### src/rtl/uart_rx_core.sv
// uart_rx_core: 8N1-style UART receiver with a valid/ready byte output and
// sticky framing-error / overrun status flags.
//
// state     | meaning
// ----------+-------------------------------------------------------------
// IDLE      | line idle, waiting for a synchronized low (start edge)
// START     | half-bit wait, then confirm the start bit is still low
// DATA      | one sample per bit time, DATA_BITS samples, LSB first
// STOP      | one bit time, then sample the stop bit
// WAIT_HIGH | stop bit was low; hold off until the line returns high
module uart_rx_core #(
  parameter int CLKS_PER_BIT = 104,
  parameter int DATA_BITS    = 8
) (
  input  logic       clk,
  input  logic       rst,
  input  logic       rxd,
  output logic [7:0] rx_data,
  output logic       rx_valid,
  input  logic       rx_ready,
  output logic       frame_err,
  output logic       overrun,
  input  logic       err_clr,
  output logic       busy
);

  localparam logic [2:0] ST_IDLE      = 3'd0;
  localparam logic [2:0] ST_START     = 3'd1;
  localparam logic [2:0] ST_DATA      = 3'd2;
  localparam logic [2:0] ST_STOP      = 3'd3;
  localparam logic [2:0] ST_WAIT_HIGH = 3'd4;

  // CLKS_PER_BIT-1 is the largest value the tick counter ever holds.
  localparam int CNT_W = $clog2(CLKS_PER_BIT);

  localparam logic [CNT_W-1:0] HALF_LOAD = CNT_W'(CLKS_PER_BIT / 2 - 1);
  localparam logic [CNT_W-1:0] FULL_LOAD = CNT_W'(CLKS_PER_BIT - 1);
  localparam logic [3:0]       LAST_BIT  = 4'(DATA_BITS - 1);

  logic                 sync1_q, sync2_q;
  logic                 rs;
  logic [2:0]           state_q, state_d;
  logic [CNT_W-1:0]     cnt_q, cnt_d;
  logic [3:0]           bit_idx_q, bit_idx_d;
  logic [DATA_BITS-1:0] shift_q, shift_d;
  logic [7:0]           data_q, data_d;
  logic                 valid_q, valid_d;
  logic                 ferr_q, ferr_d;
  logic                 ovr_q, ovr_d;
  logic                 tick;
  logic                 stop_good;
  logic                 stop_bad;
  logic                 ovr_set;

  assign rs   = sync2_q;
  assign tick = (cnt_q == '0);

  // Two-flop synchronizer on the asynchronous serial line; resets to idle-high.
  always_ff @(posedge clk or negedge rst) begin
    if (!rst) begin
      sync1_q <= 1'b1;
      sync2_q <= 1'b1;
    end else begin
      sync1_q <= rxd;
      sync2_q <= sync1_q;
    end
  end

  // Frame sequencing: state, bit-time down-counter, bit index and shift register.
  always_comb begin
    state_d   = state_q;
    cnt_d     = cnt_q;
    bit_idx_d = bit_idx_q;
    shift_d   = shift_q;
    stop_good = 1'b0;
    stop_bad  = 1'b0;
    case (state_q)
      ST_IDLE: begin
        if (!rs) begin
          state_d = ST_START;
          cnt_d   = HALF_LOAD;
        end
      end
      ST_START: begin
        if (tick) begin
          if (!rs) begin
            state_d   = ST_DATA;
            cnt_d     = FULL_LOAD;
            bit_idx_d = '0;
          end else begin
            // Low pulse shorter than half a bit: treat as noise.
            state_d = ST_IDLE;
          end
        end else begin
          cnt_d = cnt_q - 1'b1;
        end
      end
      ST_DATA: begin
        if (tick) begin
          shift_d   = {rs, shift_q[DATA_BITS-1:1]};
          cnt_d     = FULL_LOAD;
          bit_idx_d = bit_idx_q + 1'b1;
          if (bit_idx_q == LAST_BIT) begin
            state_d = ST_STOP;
          end
        end else begin
          cnt_d = cnt_q - 1'b1;
        end
      end
      ST_STOP: begin
        if (tick) begin
          if (rs) begin
            stop_good = 1'b1;
            state_d   = ST_IDLE;
          end else begin
            stop_bad = 1'b1;
            state_d  = ST_WAIT_HIGH;
          end
        end else begin
          cnt_d = cnt_q - 1'b1;
        end
      end
      ST_WAIT_HIGH: begin
        // A held-low line (break) must not be mistaken for a new start bit.
        if (rs) begin
          state_d = ST_IDLE;
        end
      end
      default: begin
        state_d = ST_IDLE;
      end
    endcase
  end

  // Output holding register, valid/ready handshake and sticky error flags.
  always_comb begin
    data_d  = data_q;
    valid_d = valid_q;
    ovr_set = 1'b0;
    if (stop_good) begin
      if (!valid_q || rx_ready) begin
        data_d                 = '0;
        data_d[DATA_BITS-1:0]  = shift_q;
        valid_d                = 1'b1;
      end else begin
        // Previous byte still held: keep it, drop the new one.
        ovr_set = 1'b1;
      end
    end else if (valid_q && rx_ready) begin
      valid_d = 1'b0;
    end
    // A new error on the same edge as err_clr takes priority.
    ferr_d = stop_bad | (ferr_q & ~err_clr);
    ovr_d  = ovr_set  | (ovr_q  & ~err_clr);
  end

  // State and datapath registers.
  always_ff @(posedge clk or negedge rst) begin
    if (!rst) begin
      state_q   <= ST_IDLE;
      cnt_q     <= '0;
      bit_idx_q <= '0;
      shift_q   <= '0;
      data_q    <= '0;
      valid_q   <= 1'b0;
      ferr_q    <= 1'b0;
      ovr_q     <= 1'b0;
    end else begin
      state_q   <= state_d;
      cnt_q     <= cnt_d;
      bit_idx_q <= bit_idx_d;
      shift_q   <= shift_d;
      data_q    <= data_d;
      valid_q   <= valid_d;
      ferr_q    <= ferr_d;
      ovr_q     <= ovr_d;
    end
  end

  assign rx_data   = data_q;
  assign rx_valid  = valid_q;
  assign frame_err = ferr_q;
  assign overrun   = ovr_q;
  assign busy      = (state_q != ST_IDLE);

endmodule

### config.mk
export PLATFORM = sky130hd
export DESIGN_NAME = uart_rx_core
export DESIGN_NICKNAME = d
export VERILOG_FILES = /design/src/rtl/uart_rx_core.sv
export SDC_FILE = /design/constraint.sdc
export NUM_CORES = 1
export LEC_CHECK = 0
export ABC_AREA = 1
export ABC_CLOCK_PERIOD_IN_PS = 2300
export CORE_UTILIZATION = 43
export CTS_BUF_LIST = sky130_fd_sc_hd__clkbuf_8
export DETAILED_ROUTE_END_ITERATION = 8
export PLACE_DENSITY = 0.74
export SLEW_MARGIN = 20
export SYNTH_ARGS = -nofsm -noshare
export SYNTH_HDL_FRONTEND = slang
export SYNTH_SLANG_ARGS = --single-unit
### constraint.sdc
create_clock -name clk -period 2.3 [get_ports clk]
set_clock_uncertainty 0.1 [all_clocks]
set_input_delay 0.46 -clock clk [delete_from_list [all_inputs] [get_ports clk]]
set_output_delay 0.46 -clock clk [all_outputs]
set_load 0.01 [all_outputs]
Word-level counts from Yosys, hierarchy flattened

Cells that the tools add are included.

$add $sub $neg: 2
Equal/unequal tests: 15
Mux-type cells: 30
Bitwise logic cells: 5
Reduce and logical (&&, ||, !) cells: 15

Operators by type and width:

| cell                                                | count |
|---|---|
| 2-to-1 mux 7 bit                                    | 5 |
| one-hot mux 7 bit (4 select lines)                  | 1 |
| 2-to-1 mux 3 bit                                    | 7 |
| != test 2 bit, second input constant                | 8 |
| one-hot mux 3 bit (5 select lines)                  | 1 |
| 2-to-1 mux 4 bit                                    | 3 |
| 2-to-1 mux 1 bit                                    | 11 |
| one-hot mux 4 bit (2 select lines)                  | 1 |
| AND reduction 4 bit                                 | 2 |
| zero test 7 bit                                     | 1 |
| subtractor 7 x 1 -> 7 bit, second input constant    | 1 |
| equality test 3 x 2 -> 1 bit, second input constant | 2 |
| AND reduction 2 bit                                 | 3 |
| AND reduction 6 bit                                 | 1 |
| adder 4 x 1 -> 4 bit, second input constant         | 1 |
| equality test 4 x 3 -> 1 bit, second input constant | 1 |
| nonzero test 2 bit                                  | 2 |
| nonzero test 4 bit                                  | 1 |
| equality test 3 x 1 -> 1 bit, second input constant | 1 |
| equality test 3 bit, second input constant          | 1 |
| zero test 3 bit                                     | 1 |
| != test 3 bit, second input constant                | 1 |
| nonzero test 3 bit                                  | 1 |
| bitwise AND 1 bit                                   | 2 |
| 7 further kinds                                     | 8 |

Register bits after elaboration: 35
Bits of input ports: 5
Output and inout bits: 12
Logic and storage cells: 77

Logic depth before layout (Yosys ltp)

Gate-level depths: netlist of the first run.

Depth in word-level cells: 5
Gate-level depth with buffers: 11
Gate-level depth less buffers: 11

Worst setup path before layout of the first run

No wires, ideal clock.

Kind: register to register
Start point: reg cnt_q[0]
End point: reg data_q[7], in the netlist rx_data[7]
Library setup time: 118 ps
Arrival time: 1464 ps
Required time: 2082 ps
Path slack: 619 ps
Cell stages (with the launch flop): 11
Buffers on the path: 1
Period minus slack after synthesis: 1681 ps
Cell sequence: dfrtp_1 inv_1 ha_1 inv_1 nor2_2 nand4_4 nor2_4 nand2_2 buf_6 nand2_1 o21ai_2

Word-level cells in the longest chain between the ends: 4

Ends and longest elaborated chain:

| item                          | line | text |
|---|---|---|
| start: declaration            | 43   | `logic [CNT_W-1:0] cnt_q, cnt_d;` |
| start signal: assignment      | 170  | `cnt_q <= cnt_d;` |
| zero test 7 bit               | 56   | `assign tick = (cnt_q == '0);` |
| 2-to-1 mux 1 bit              | 111  | `if (tick) begin` |
| 2-to-1 mux 1 bit              | 77   | `case (state_q)` |
| AND reduction 2 bit (no line) | --   |  |
| end signal: assignment        | 173  | `data_q <= data_d;` |
| end: declaration              | 46   | `logic [7:0] data_q, data_d;` |

Every way passes these cells.
A chain may end at the register's enable or synchronous reset.

Final worst setup path of the first run

Start point: reg state_q[1]
End point: out busy

Word-level cells in the longest chain between the ends: 1

Ends and longest elaborated chain:

| item                     | line | text |
|---|---|---|
| start: declaration       | 42   | `logic [2:0] state_q, state_d;` |
| start signal: assignment | 169  | `state_q <= state_d;` |
| nonzero test 3 bit       | 184  | `assign busy = (state_q != ST_IDLE);` |
| end: declaration         | 24   | `output logic busy` |

Every way passes these cells.

==> impl_metrics.json, run 1 <==
{
  "status": "finished, final reports clean",
  "io_buffers": 16,
  "yosysUniqueCellTypes": 27,
  "period_share": 0.901,
  "wl_per_cell_um": 11.8,
  "worstSetupStartpoint": "state_q[1]",
  "grtUsageTotal": 0.181,
  "crit_fanout": 5,
  "worstPathArrival_ns": 1.51,
  "drv_cap": 0,
  "clock_sinks": 35,
  "syn-num-nets": 211,
  "slew-limit-headroom": 0.715,
  "htree_levels": 2,
  "slew_viol_final": 0,
  "ys_ff_latch": 35,
  "grt_max_degree": 36,
  "via_count": 1344,
  "r2r_cells": 9,
  "holdBufCountCts": 0,
  "clockBufferDepth": 2,
  "yosys_warnings": 0,
  "rsz0062_at_grt": "false",
  "fill_cells": 368,
  "worst_slew_pin_slew_ns": 0.428,
  "coreArea_mm2": 0.00374,
  "dp_hpwl_um": 2250,
  "synth_edf_count": 0,
  "synth_seq_area_share": 0.509,
  "ant_nets": 0,
  "path_clk_slew_ns": 0.07,
  "synth_cells": 203,
  "ir_drop_v": 0.000352,
  "start_util": 0.461,
  "drive_gt1_frac": 0.137,
  "max_freq_mhz": 482,
  "crit_type": "flip-flop to output port",
  "p_per_area_mw_per_mm2": 582,
  "synth.area.top_cells": "dfrtp_1 (48%), nand2_1 (12%), nand3_1 (5.2%)",
  "setup_violations": 0,
  "syn2layout_area_growth_pct": 18.3,
  "die_w_um": 65.3,
  "drc": 0,
  "syn_area_mm2": 0.00173,
  "avgSynthCellArea_um2": 8.50,
  "place_area_mm2": 0.00193,
  "place.gp.congestion": 0.776,
  "final_cells": 274,
  "async_flop_share": 1.00,
  "critPathCapture": "busy",
  "synth-main-ff-cell": "dfrtp_1",
  "p_leak_nw": 0.982,
  "yosys.area.top_type": "dfrtp_1",
  "nNetsFinal": 233,
  "synth_top_area_frac": 0.479,
  "vias_per_cell": 4.91,
  "grt_pass1_vias": 1313,
  "synth_commonest_cells": "nand2_1 (57), dfrtp_1 (33), inv_1 (23)",
  "cp-end-kind": "output port",
  "die_area_mm2": 0.00427,
  "cp.required_ns": 1.74,
  "drt_iter0_markers": 55,
  "cts_setup_buffers": 0,
  "tns_ns": 0,
  "io-pin-count": 17,
  "reg2reg_to": "rx_data[5]",
  "antenna_cells": 0,
  "r2r_slack_ns": 0.45,
  "grt_overflow": 0,
  "cts_tree": "yes",
  "grt_pass1_wl_um": 5690,
  "ctsResizeCount": 0,
  "hold_class": "flip-flop to flip-flop",
  "grt_antenna_before_repair": 0,
  "final_area_mm2": 0.00204,
  "min_period_ns": 2.07,
  "r2r_start": "cnt_q[0]",
  "num_rows": 22,
  "die_h_um": 65.3,
  "hold_viol": 0,
  "clock_latency_ns": 0.29,
  "firstDrtPassIters": 4,
  "wirelength_um": 3220,
  "yosysMostFrequentCell": "nand2_1",
  "dp.cells": 266,
  "startpoint_type": "flip-flop",
  "root_buffer": "clkbuf_8",
  "cts_buffers": 5
}
## sequential cells by signal (all words and copies together) (netlist names), 3 cells and up
| register | cells |
|---|---|
| rx_data | 8 |
| state_q | 3 |
| cnt_q | 7 |
| bit_idx_q | 4 |
| shift_q | 8 |
## routing by layer
metal  vias to the layer above  wire length (um)  GRT usage
li1                        685                 -          -
met1                       637              1530      0.225
met2                        18              1510      0.284
met3                         4               123     0.0625
met4                         0                65     0.0815
met5                         -                 0          0
## power breakdown
part | internal [mW] | leakage [nW] | switching (mW) | total, mW
combinational | 0.00780 | 0.459 | 0.0154 | 0.0232
sequential | 0.618 | 0.467 | 0.00160 | 0.620
clock | 0.319 | 0.0556 | 0.226 | 0.545
total | 0.945 | 0.982 | 0.243 | 1.19
## cell usage in the layout, fill, tap and decap left out, drive strengths merged
master         instances
nand3b                 1
a21oi                  4
o21ai                 21
or2                    2
xor2                   2
clkdlybuf4s50         16
buf                    1
dfstp                  2
nand4                  3
bufinv                 1
nand3                 19
ha                     3
xnor2                  1
o22ai                  1
nor2                  20
o21bai                 1
inv                   27
and3                   1
nand2                 61
clkbuf                 5
clkinvlp               1
dfrtp                 33
## kinds of logic after synthesis
family | Yosys count | share of synthesized area
XOR/XNOR | 3 | 0.0152
AND/OR/NAND/NOR | 107 | 0.295
buffers and inverters | 28 | 0.0696
adder cells (fa/ha/maj) | 3 | 0.0218
AO/OA/AOI/OAI | 27 | 0.0892
flip-flops | 35 | 0.509
## per-stage QoR
stage	power [mW]	setup slack (ns)	utilization	hold WS, ns
after floorplan	0.634	0.619	-	0.0644
after global placement	0.656	0.532	0.516	0.246
after detailed placement	0.656	0.460	0.516	0.247
after CTS	1.20	0.209	0.545	0.262
after global routing	1.24	0.129	0.545	0.271
final	1.19	0.227	0.545	0.261
## worst min path at each step
stage	startpoint	end	slack [ns]	cells after the start
global placement	sync1_q	rs	0.25	0
finish	sync1_q	rs	0.26	0
CTS	sync1_q	rs	0.26	0
detailed placement	sync1_q	rs	0.25	0
floorplan	rst	bit_idx_q[0]	0.06	0
global route	sync1_q	rs	0.27	0
## final cells by class
| class | instances | area [um^2] | share of cell area |
|---|---|---|---|
| Clock buffer | 5 | 68.8 | 0.0337 |
| Clock inverter | 3 | 41.3 | 0.0202 |
| Inverter | 26 | 97.6 | 0.0478 |
| Multi-Input combinational cell | 140 | 727 | 0.356 |
| Sequential cell | 35 | 878 | 0.430 |
| Tap cell | 48 | 60.1 | 0.0294 |
| Timing Repair Buffer | 17 | 168 | 0.0822 |
## critical path: stages, from the launching register on
cell and delay (ns):
dfrtp_1 0.44, nor2_1 0.23, nand2_1 0.07, clkdlybuf4s50_1 0.48
Power figures use the tool's default switching activity.
==> run 2, diff against run 1 <==
- ABC_CLOCK_PERIOD_IN_PS: 2300 -> 1900
- PLACE_DENSITY: 0.74 -> 0.76
- SLEW_MARGIN: 20 -> 15
- clock period: 2.3 -> 1.9 ns (I/O delays scaled with it)
==> impl_metrics.json, run 2 (same netlist as run 1, synthesis figures left out) <==
{
  "coreArea_mm2": 0.00374,
  "dp_hpwl_um": 2300,
  "drv_cap": 0,
  "wirelength_um": 3250,
  "die_h_um": 65.3,
  "layout_commonest_cell": "nand2_1",
  "p_per_area_mw_per_mm2": 675,
  "whs_ns": 0.258,
  "dp_worst_setup_slack_ns": 0.172,
  "crit_path_cell_trace": "clkdlybuf4s50_1",
  "min_period_ns": 1.69,
  "grtUsageTotal": 0.182,
  "die_w_um": 65.3,
  "crit_fanout": 2,
  "status": "finished, final reports clean",
  "multi_input_area_um2": 734,
  "worst-path-stages": 1,
  "crit_path_top_delay_cell": "clkdlybuf4s50_1",
  "hold_viol": 0,
  "final_cells": 282,
  "start_util": 0.461,
  "place.gp.congestion": 0.873,
  "grt_max_degree": 36,
  "drc": 0,
  "ff_latch_area_um2": 880,
  "via_count": 1370,
  "cts_buffers": 5,
  "dp.cells": 269,
  "worstPathArrival_ns": 1.21,
  "firstDrtPassIters": 4,
  "io-pin-count": 17,
  "tns_ns": 0,
  "final_area_mm2": 0.00212,
  "grt_pass1_wl_um": 5750,
  "slowest_delay_ns": 0.55,
  "startpoint_type": "flip-flop",
  "clockBufferDepth": 2,
  "slew_viol_final": 0,
  "drt_iter0_markers": 67,
  "ant_nets": 0,
  "clock_latency_ns": 0.29,
  "p_total_mw": 1.43,
  "grt_overflow": 0,
  "period_share": 0.889,
  "fill_cells": 344,
  "grt_pass1_vias": 1293,
  "setup_violations": 0,
  "io_buffers": 16,
  "grt_antenna_before_repair": 0,
  "rsz0062_at_grt": "false",
  "max_freq_mhz": 592,
  "path_clk_slew_ns": 0.07,
  "fin_util": 0.568,
  "cts_tree": "yes",
  "cp-end-kind": "output port",
  "drive_gt1_frac": 0.175,
  "ir_drop_v": 0.000412,
  "final_cell_mix": "nand2_1 (57), dfrtp_1 (32), inv_1 (24)",
  "antenna_cells": 0,
  "nNetsFinal": 241,
  "crit_type": "flip-flop to output port",
  "path_buf_inv": 1,
  "vias_per_cell": 4.86,
  "syn2layout_area_growth_pct": 23.1,
  "whs_path_depth": 0,
  "worst_slew_pin_slew_ns": 0.369,
  "slew-limit-headroom": 0.753,
  "wl_per_cell_um": 11.5,
  "place_area_mm2": 0.00197,
  "num_rows": 22,
  "die_area_mm2": 0.00427,
  "p_leak_nw": 1.02,
  "worst_slack_ns": 0.210,
  "path_delay_family": "buffers and inverters",
  "htree_levels": 2,
  "root_buffer": "clkbuf_8",
  "holdBufCountCts": 0,
  "clock_sinks": 35,
  "cp.required_ns": 1.42,
  "hold_class": "flip-flop to flip-flop",
  "r2r_cells": 8
}
[run 2: cell count changes in the layout (fill, tap and decap cells not counted), sizes merged]
| cell | before | now |
|---|---|---|
| clkdlybuf4s50 | 16 | 15 |
| buf | 1 | 9 |
| dlymetal6s2s | 0 | 1 |
[run 2: layer usage]
layer / wire, um / vias to the layer above / share of wire / global-route usage
met2: 1430 / 29 / 0.44 / 0.268
met5: 0 / - / 0 / 0
met1: 1600 / 631 / 0.49 / 0.243
met3: 156 / 8 / 0.048 / 0.0590
met4: 64 / 0 / 0.020 / 0.0815
li1: - / 702 / - / -
[run 2: path summary, 6_finish.rpt]
check / end / from / slack (ns)
min reg2reg: rs / sync1_q / 0.26
max in group asynchronous: rs / rst / 1.11
max: rx_data[7] / rx_data[7] / 0.21
min: rs / sync1_q / 0.26
max reg2reg: state_q[1] / cnt_q[2] / 0.21
min in group asynchronous: rx_data[5] / rst / 0.35
[run 2: repair_timing]
item	4_1_cts	5_1_grt
gates resized for setup	2	2
setup endpoints to repair	1	4
endpoints found under the hold margin	0	0
pin swaps	1	0
setup buffers	1	4
[run 2: cell type report]
class / instances / share of cell area
Inverter: 26 / 0.0459
Clock buffer: 5 / 0.0324
Timing Repair Buffer: 25 / 0.114
Multi-Input combinational cell: 140 / 0.346
Sequential cell: 35 / 0.414
Clock inverter: 3 / 0.0194
Tap cell: 48 / 0.0283
[run 2: report_power, final]
part           switching [mW]  total [mW]  internal (mW)
registers             0.00207       0.751          0.749
clock network           0.266       0.652          0.386
logic                  0.0190      0.0314         0.0123
total                   0.287        1.43           1.15
==> run 3, diff against run 2 <==
- ABC_CLOCK_PERIOD_IN_PS: 1900 -> 1500
- SLEW_MARGIN: 15 -> 25
- clock period: 1.9 -> 1.5 ns (I/O delays scaled with it)
==> impl_metrics.json, run 3 (same netlist as run 1, synthesis figures left out) <==
{
  "violations": "negative setup slack",
  "firstDrtPassIters": 4,
  "drt_iter0_markers": 101,
  "cp-end-kind": "flip-flop",
  "wirelength_um": 4330,
  "die_w_um": 65.3,
  "num_rows": 22,
  "startpoint_type": "flip-flop",
  "cp.required_ns": 1.59,
  "drive_gt1_frac": 0.448,
  "p_sw_mw": 0.366,
  "io_buffers": 16,
  "grt_antenna_before_repair": 0,
  "crit_type": "flip-flop to flip-flop",
  "grtUsageTotal": 0.212,
  "wl_per_cell_um": 13.7,
  "whs_ns": 0.252,
  "drc": 0,
  "dp_hpwl_um": 2640,
  "path_clk_slew_ns": 0.07,
  "drv_cap": 0,
  "place.gp.congestion": 0.804,
  "seq_power_share": 0.507,
  "clock_latency_ns": 0.29,
  "worstPathArrival_ns": 1.65,
  "cts_buffers": 5,
  "clock_sinks": 35,
  "die_h_um": 65.3,
  "vias_per_cell": 4.95,
  "grt_overflow": 0,
  "tns_ns": -0.597,
  "antenna_cells": 0,
  "grt_pass1_wl_um": 6630,
  "wl_met2_um": 2190,
  "final_area_mm2": 0.00260,
  "dp.cells": 295,
  "clockBufferDepth": 2,
  "dr_wl_met3_um": 136,
  "min_period_ns": 1.56,
  "cts_tree": "yes",
  "die_area_mm2": 0.00427,
  "p_leak_nw": 1.31,
  "max_freq_mhz": 641,
  "fin_util": 0.694,
  "topRoutingLayerUsed": "met4",
  "multi_input_area_um2": 955,
  "layout_commonest_cell": "nand2_1",
  "ant_nets": 0,
  "setup_violations": 21,
  "slew-limit-headroom": 0.801,
  "root_buffer": "clkbuf_8",
  "slew_viol_final": 0,
  "coreArea_mm2": 0.00374,
  "syn2layout_area_growth_pct": 50.6,
  "ff_latch_area_um2": 880,
  "ir_drop_v": 0.000569,
  "htree_levels": 2,
  "start_util": 0.461,
  "status": "finished with violations",
  "final_cell_mix": "nand2_1 (39), buf_4 (34), dfrtp_1 (32)",
  "m1WireLength_um": 1880,
  "grt_pass1_vias": 1495,
  "place_area_mm2": 0.00217,
  "worst_slew_pin_slew_ns": 0.298,
  "p_per_area_mw_per_mm2": 721,
  "worst_slack_ns": -0.0599,
  "power.internal_mw": 1.51,
  "grt_max_degree": 25,
  "via_count": 1563,
  "io-pin-count": 17,
  "final_cells": 316,
  "period_share": 1.04,
  "crit_fanout": 6,
  "hold_viol": 0,
  "sw_frac_of_total": 0.196,
  "pwr-share-clk": 0.465,
  "comb_power_share": 0.028,
  "nNetsFinal": 275,
  "hold_class": "input port to async pin",
  "rsz0062_at_grt": "true",
  "fill_cells": 283
}
-- run 3: path summary, 6_finish.rpt --
check                           depth (start not counted)     start  slack [ns]         end
worst min-delay path                                    2       rst        0.25    cnt_q[6]
max in group asynchronous                               2       rst        0.75  shift_q[3]
worst max-delay path                                   11  cnt_q[1]       -0.06    cnt_q[4]
min in group clk                                        0   sync1_q        0.26          rs
worst min register to register                          0   sync1_q        0.26          rs
worst max register to register                         11  cnt_q[1]       -0.06    cnt_q[4]
-- run 3: power groups by stage --
stage                     clock network [mW]  logic [mW]  registers [mW]
after floorplan                            0     0.00480           0.968
after global placement                     0      0.0484           0.967
after detailed placement                   0      0.0482           0.967
after CTS                              0.884      0.0495           0.949
after global routing                   0.935      0.0588           0.949
final                                  0.871      0.0528           0.950
-- run 3: metrics by stage --
stage | setup WS, ns | power [mW]
finish | -0.0599 | 1.87
global route | -0.155 | 1.94
CTS | -0.0758 | 1.88
detailed placement | -0.117 | 1.02
global placement | -0.0692 | 1.02
floorplan | -0.0942 | 0.973
-- run 3: worst max-delay path, stage by stage (launching register included) --
cell and delay [ns]:
dfrtp_1 0.39, inv_2 0.08, ha_4 0.13, inv_2 0.04, nor2_4 0.12, inv_1 0.10
nor2_4 0.15, nand2_2 0.10, nand3_4 0.09, nand2_1 0.06, nand2_1 0.06, inv_1 0.03
-- run 3: layer usage --
layer,GRT usage,up-vias
li1,-,777
met1,0.255,744
met2,0.351,30
met3,0.0417,12
met4,0.122,0
met5,0,-
-- run 3: area by class of cell --
cell class                 count  share of cell area
timing repair buffer          58               0.187
inverter                      26              0.0385
clock buffer                   6              0.0318
sequential                    35               0.338
multi-input combinational    141               0.367
tap                           48              0.0231
clock inverter                 2              0.0135
-- run 3: repair_timing --
action                     in CTS  in global routing
setup buffers                   6                  6
hold buffers                    0                  0
setup endpoints to repair      42                 33
resized for setup              38                 49
pin swaps                       6                 13
cloned                          1                  0
